## config.mk

```make
export PLATFORM = sky130hd
export DESIGN_NAME = rvc_asap_fpga_in_debounce
export DESIGN_NICKNAME = d
export VERILOG_FILES = /design/src/rtl/rvc_asap_fpga_in_debounce.sv
export SDC_FILE = /design/constraint.sdc
export NUM_CORES = 1
export LEC_CHECK = 0
export BUFFER_PORTS_ARGS = -buffer_cell sky130_fd_sc_hd__buf_2
export CAP_MARGIN = 0
export CORE_ASPECT_RATIO = 1.4
export CORE_MARGIN = 2
export CORE_UTILIZATION = 47
export CTS_CLUSTER_DIAMETER = 30
export DETAILED_ROUTE_END_ITERATION = 12
export PLACE_DENSITY = 0.71
export SKIP_LAST_GASP = 1
export SLEW_MARGIN = 10
export SYNTH_ARGS = -nofsm -noshare
export SYNTH_HDL_FRONTEND = slang
export SYNTH_SLANG_ARGS = --single-unit
```

## constraint.sdc

```tcl
create_clock -name Clock -period 1.54 [get_ports Clock]
set_clock_uncertainty 0.1 [all_clocks]
set_input_delay 0.077 -clock Clock [delete_from_list [all_inputs] [get_ports Clock]]
set_output_delay 0.077 -clock Clock [all_outputs]
set_load 0.01 [all_outputs]
```

## src/rtl/rvc_asap_fpga_in_debounce.sv

```systemverilog
// ----------------------------------------------------------------------------
// rvc_asap_fpga_in_debounce
//
// Conditions the raw FPGA board inputs (KEY buttons and slide switches) before
// the memory wrapper exposes them as CR_MEM readable registers.
//
// There are twelve identical channels:
//   - channel 0 is KEY0
//   - channel 1 is KEY1
//   - channels 2..11 are Switch[0..9]
// Each channel has a 2-flop synchronizer and a stable register `stab`.
// When RVC_ASAP_DEBOUNCE_EN is defined, each channel also has a stability
// counter.
//
// Button channels are inverted at the synchronizer input. This makes all
// internal state active-high (1 = pressed).
//
// Configuration macro: RVC_ASAP_DEBOUNCE_EN
//   defined   : `stab` follows the synchronized input only after
//               DEBOUNCE_CYCLES consecutive differing samples.
//   undefined : the counters are removed and `stab` follows the synchronized
//               input every cycle. The parameters then have no effect.
//
// Ports
//   Clock        core clock (single domain)
//   Rst          asynchronous active-high reset
//   RawButton_0  KEY0 pin, active-low, asynchronous
//   RawButton_1  KEY1 pin, active-low, asynchronous
//   RawSwitch    slide switch pins, active-high, asynchronous
//   EventClr     per-bit clear strobe for ButtonEvent (CR write)
//   Button_0     debounced KEY0, active-high
//   Button_1     debounced KEY1, active-high
//   Switch       debounced switches
//   ButtonEvent  sticky press flags, set on a debounced rising edge
// ----------------------------------------------------------------------------
module rvc_asap_fpga_in_debounce #(
    parameter int DEBOUNCE_CYCLES = 500000,
    parameter int CNT_WIDTH       = 19
) (
    input  logic       Clock,
    input  logic       Rst,
    input  logic       RawButton_0,
    input  logic       RawButton_1,
    input  logic [9:0] RawSwitch,
    input  logic [1:0] EventClr,
    output logic       Button_0,
    output logic       Button_1,
    output logic [9:0] Switch,
    output logic [1:0] ButtonEvent
);

    localparam int NCH = 12;

    // Reject configurations whose counter cannot reach DEBOUNCE_CYCLES-1.
    // The check also applies when the counter is compiled out, so a parameter
    // set that builds today keeps building once the macro is enabled.
    if ((DEBOUNCE_CYCLES < 2) || (CNT_WIDTH < 1) ||
        ((64'd1 << CNT_WIDTH) < 64'(DEBOUNCE_CYCLES))) begin : g_illegal_config
        $error("rvc_asap_fpga_in_debounce: illegal DEBOUNCE_CYCLES/CNT_WIDTH");
    end

    logic [NCH-1:0] raw_s;
    logic [NCH-1:0] sync1_r;
    logic [NCH-1:0] sync2_r;
    logic [NCH-1:0] stab_r;
    logic [NCH-1:0] stab_next_s;
    logic [1:0]     event_r;
    logic [1:0]     event_next_s;

    // Invert the buttons here so every channel is active-high from here on.
    assign raw_s = {RawSwitch, ~RawButton_1, ~RawButton_0};

    // Two-flop synchronizer. It resets to the released (0) value.
    always_ff @(posedge Clock or posedge Rst) begin
        if (Rst) begin
            sync1_r <= {NCH{1'b0}};
            sync2_r <= {NCH{1'b0}};
        end else begin
            sync1_r <= raw_s;
            sync2_r <= sync1_r;
        end
    end

`ifdef RVC_ASAP_DEBOUNCE_EN
    localparam logic [CNT_WIDTH-1:0] CNT_LAST = CNT_WIDTH'(DEBOUNCE_CYCLES - 1);

    logic [CNT_WIDTH-1:0] cnt_r      [NCH];
    logic [CNT_WIDTH-1:0] cnt_next_s [NCH];

    // Per-channel stability FSM.
    // Any sample equal to `stab` restarts the count, so only an unbroken run
    // of DEBOUNCE_CYCLES differing samples moves the output. Because the
    // counter is cleared on the transition, it never passes CNT_LAST.
    always_comb begin
        stab_next_s = stab_r;
        for (int i = 0; i < NCH; i++) begin
            cnt_next_s[i] = cnt_r[i];
            if (sync2_r[i] == stab_r[i]) begin
                cnt_next_s[i] = {CNT_WIDTH{1'b0}};
            end else if (cnt_r[i] == CNT_LAST) begin
                stab_next_s[i] = sync2_r[i];
                cnt_next_s[i]  = {CNT_WIDTH{1'b0}};
            end else begin
                cnt_next_s[i] = cnt_r[i] + CNT_WIDTH'(1);
            end
        end
    end

    // Stability counters.
    always_ff @(posedge Clock or posedge Rst) begin
        if (Rst) begin
            for (int i = 0; i < NCH; i++) begin
                cnt_r[i] <= {CNT_WIDTH{1'b0}};
            end
        end else begin
            for (int i = 0; i < NCH; i++) begin
                cnt_r[i] <= cnt_next_s[i];
            end
        end
    end
`else
    // No debounce: the stable value follows the synchronizer every cycle.
    always_comb begin
        stab_next_s = sync2_r;
    end
`endif

    // Sticky press flags.
    // A 0->1 transition of `stab` on this edge sets the flag; the set wins
    // over a simultaneous clear. Releases never touch the flag.
    always_comb begin
        event_next_s = event_r;
        for (int i = 0; i < 2; i++) begin
            if (stab_next_s[i] && !stab_r[i]) begin
                event_next_s[i] = 1'b1;
            end else if (EventClr[i]) begin
                event_next_s[i] = 1'b0;
            end else begin
                event_next_s[i] = event_r[i];
            end
        end
    end

    // Stable values and event flags. These registers drive the outputs.
    always_ff @(posedge Clock or posedge Rst) begin
        if (Rst) begin
            stab_r  <= {NCH{1'b0}};
            event_r <= 2'b00;
        end else begin
            stab_r  <= stab_next_s;
            event_r <= event_next_s;
        end
    end

    assign Button_0    = stab_r[0];
    assign Button_1    = stab_r[1];
    assign Switch      = stab_r[11:2];
    assign ButtonEvent = event_r;

endmodule

```

* Word level (Yosys, flattened, before mapping)
Cells that the tools add are included.
W data, S select, Z words.
** Word-level totals
- Bits in latches :: 0
- Register bits after elaboration :: 38
- RAM bits :: 0
- Memories :: 0
- Bits in read-only memories :: 0
- Output and inout bits :: 14
- Input port bits :: 16
- Word-level logic and storage cells :: 17
** Cells by class
- Reductions and logical operators :: 6
- Add/sub/neg operators :: 0
- Divide/modulo/power cells :: 0
- Eq/ne operators :: 0
- Magnitude comparators :: 0
- Multipliers :: 0
- Bitwise logic cells :: 2
- Shift operators :: 0
- Muxes and demuxes :: 4
** Operators by type and width (number)
- $mux W1 :: 4
- $reduce_bool A2 Y1 :: 2
- $logic_and A1 B1 Y1 :: 2
- $logic_not A1 Y1 :: 2
- $not A1 Y1 :: 2

* Logic depth before layout (Yosys ltp)
- Depth in word-level cells :: 3
- Gate-level depth with buffers :: 2
- Gate-level depth less buffers :: 2

* Least setup slack after synthesis
Ideal clock, no wire load.
- Kind :: flip-flop to flip-flop
- From :: register, netlist name ButtonEvent[0]
- To :: register event_r[0], in the netlist ButtonEvent[0]
- Arrival time :: 519 ps
- Buffers on the path :: 0
- Path slack :: 798 ps
- Stages on the path, launching flop included :: 3
- Setup time :: 124 ps
- Period minus slack after synthesis :: 742 ps
- Required time :: 1316 ps
- Cell sequence :: dfrtp_1 inv_1 o22ai_2
** RTL lines
- end signal: assignment :: line 151 : event_r <= event_next_s;
- end: declaration :: line 67 : logic [1:0] event_r;

* Worst setup path in the final report
- From :: register stab_r[1]
- To :: output port Button_1
** RTL lines
- start: declaration :: line 65 : logic [NCH-1:0] stab_r;
- start signal: assignment :: line 147 : stab_r <= {NCH{1'b0}};
- start signal: assignment :: line 150 : stab_r <= stab_next_s;
- end: declaration :: line 47 : output logic Button_1,
No word-level cell between the ends.

==> metrics.md <==
| Metric | Value |
|---|---|
| Synthesized area | about 1000 um2 |
| Top area cells in the synthesized netlist | dfrtp_1, inv_1, o22ai_2 |
| CTS Buffer Depth | 2 |
| Layout cells sized above 1 | 0.394 |
| Synth unique cells | 3 |
| Hold WC Path Type | reg2reg |
| Leakage | 0.000700 uW |
| GRT Util Overall | 0.129 |
| Final Non-Filler Cells | 120 |
| Root buffer cell | clkbuf_4 |
| Arr. time, crit path | 870 ps |
| CP Class | reg2out |
| RR Endpoint | ButtonEvent[1]$_DFFE_PP0P_ |
| F_max | about 950 MHz |
| Vias/cell | 4.08 |
| Nets | 115 |
| Gp weighted congestion | 0.578 |
| Initial drt markers | 3 |
| Clock transition at the registers of the reported paths | 90 ps |
| I/O pins | 30 |
| Die width | 43.0 um |
| Largest area contributor in the netlist | dfrtp_1 |
| Final Hold Vio Count | 0 |
| Period utilisation layout | 0.683 |
| Hold path endpoint | stab_next_s[11]$_DFF_PP0_ |
| Grt ovf | 0 |
| Worst Path Required | 1360 ps |
| Yosys warns | 0 |
| Area of the multi-input gates | 25.0 um2 |
| H-Tree Depth | 2 |
| Port Buffers | 29 |
| CP peak stage delay | 410 ps |
| Routed Antenna Nets | 0 |
| Wire length per cell | 10.3 um |
| Die area | 2520 um2 |
| Placed instance count | 98 |
| Worst-path cell chain | buf_2 |
| Crit path max-delay family | flip-flops |
| WHS Path Cells | 0 |
| Worst IR drop on VDD | 0.00102 V |
| Buf/Inv on CP | 1 |
| Post-route setup TNS | 0 ps |
| Initial antenna violation count | 0 |
| Hold_sp | sync1_r[11]$_DFF_PP0_ |
| Worst reg2reg path depth | 2 |
| Least-Margin Pin Slew | ~430 ps |
| WL final | 1240 um |
| Total CTS buffers | 5 |
| Filler instances | 150 |
| DRC Markers | 0 |
| R2R Path Start | stab_next_s[1]$_DFF_PP0_ |
| Clk sinks | 38 |
| Most common cell after layout, fill and taps aside | dfrtp_1 |
| Area grow syn2layout | 37.6% |
| Core area | 2000 um2 |
| CP startpoint kind | flip-flop |
| Syn_area_per_cell | 21.3 um2 |
| Seq/Total Area, Yosys | 0.949 |
| Fin crit period | between 1000 and 1500 ps |
| Pwr/cell area | 1160 nW/um2 |
| Seq cells post-synth | 38 |
| CTS tree | built |
| Final Slew Violations | 0 |
| RSZ-0062 raised after global routing | no |
| Diodes inserted | 0 |
| Vias in the first global route | 504 |
| Critical path fanouts, max | 2 |
| Reg area | 951 um2 |
| Starting density of the core | 0.502 |
| PostCTS Resize Cnt | 0 |
| Pre-antenna DRT Iters | 2 |
| Status | complete, no violations |
| Largest net degree at the start of global routing | 39 |
| Total number of vias | 490 |
| Die H | 58.6 um |
| Rows | 19 |
| CP Capture Type | output port |
| Max-Cap Viols | 0 |
| Setup violators final | 0 |
| Post-Syn Instances | 47 |
| R2R Setup Slk | 780 ps |
| Slowest stage cell, crit path | dfrtp_1 |
| Yosys top cell area share | 0.949 |
| Clock latency on the worst-skew pair | between 300 and 400 ps |
| First-pass GRT wire length | about 2100 um |
| Synthesized Nets | 63 |
| Slew headroom | 0.713 |
| Most frequent cells in the layout | dfrtp_1, buf_2, dlygate4sd3_1 |
## per-layer routing
layer,track usage,up-vias,part of all wire,routed length (um)
met5,0,-,0,0
met4,0.0779,0,0.031,38
met3,0.0736,5,0.088,109
met2,0.208,22,0.52,646
met1,0.126,223,0.36,444
li1,-,240,-,-
## area by class of cell
type / instances / area share
flip-flops and latches: 38 / 0.690
repair buffers: 45 / 0.220
clock buffers: 5 / 0.0272
inverters: 7 / 0.0191
well taps: 21 / 0.0191
multi-input cells: 2 / 0.0181
clock inverters: 2 / 0.00726
## synthesized netlist by cell type
library cell  count
inv_1             7
o22ai_2           2
dfrtp_1          38
## worst max-delay path by stage
stage	end	slack [ps]	cells past startpoint	start
final	Button_1	490	1	stab_r[1]$_DFF_PP0_
after global routing	Button_1	440	1	stab_r[1]$_DFF_PP0_
after CTS	Button_1	470	1	stab_r[1]$_DFF_PP0_
after detailed placement	ButtonEvent[1]$_DFFE_PP0P_	810	2	stab_next_s[1]$_DFF_PP0_
after global placement	ButtonEvent[1]$_DFFE_PP0P_	840	2	stab_next_s[1]$_DFF_PP0_
after floorplan	ButtonEvent[0]$_DFFE_PP0P_	500	1	Rst
## kinds of logic (layout without fill, tap and decap cells)
kind of cell           Yosys count  count (layout)  share of synthesized area
buffers and inverters            7              59                     0.0262
flip-flops                      38              38                      0.949
AO/OA/AOI/OAI                    2               2                     0.0250
## through the flow
stage	util	total power [uW]	worst slack [ps]	area, um2	hold slack [ps]
after detailed placement	0.591	1170	814	1180	86.3
after floorplan	-	1120	502	1000	8.43
after global routing	0.690	1700	436	1380	264
final	0.690	1600	489	1380	246
after CTS	0.690	1630	467	1380	252
after global placement	0.591	1160	838	1180	85.2
## flip-flops by register name, indices dropped and copies added (netlist names)
| name | cells |
|---|---|
| stab_next_s | 12 |
| stab_r | 12 |
| sync1_r | 12 |
| ButtonEvent | 2 |
## what timing repair did
action                                  in CTS  in global routing
buffers inserted                             0                  0
hold buffers                                15                  0
hold endpoints to repair                    52                  0
endpoints found under the setup margin       0                  0
## power breakdown
part	internal (uW)	switching, uW	leakage, uW	total [uW]
combinational	59.3	50.2	0.000225	110
sequential	1050	14.7	0.000444	1060
clock	164	267	0.0000308	430
No activity file was read; power rests on OpenSTA's default activity.
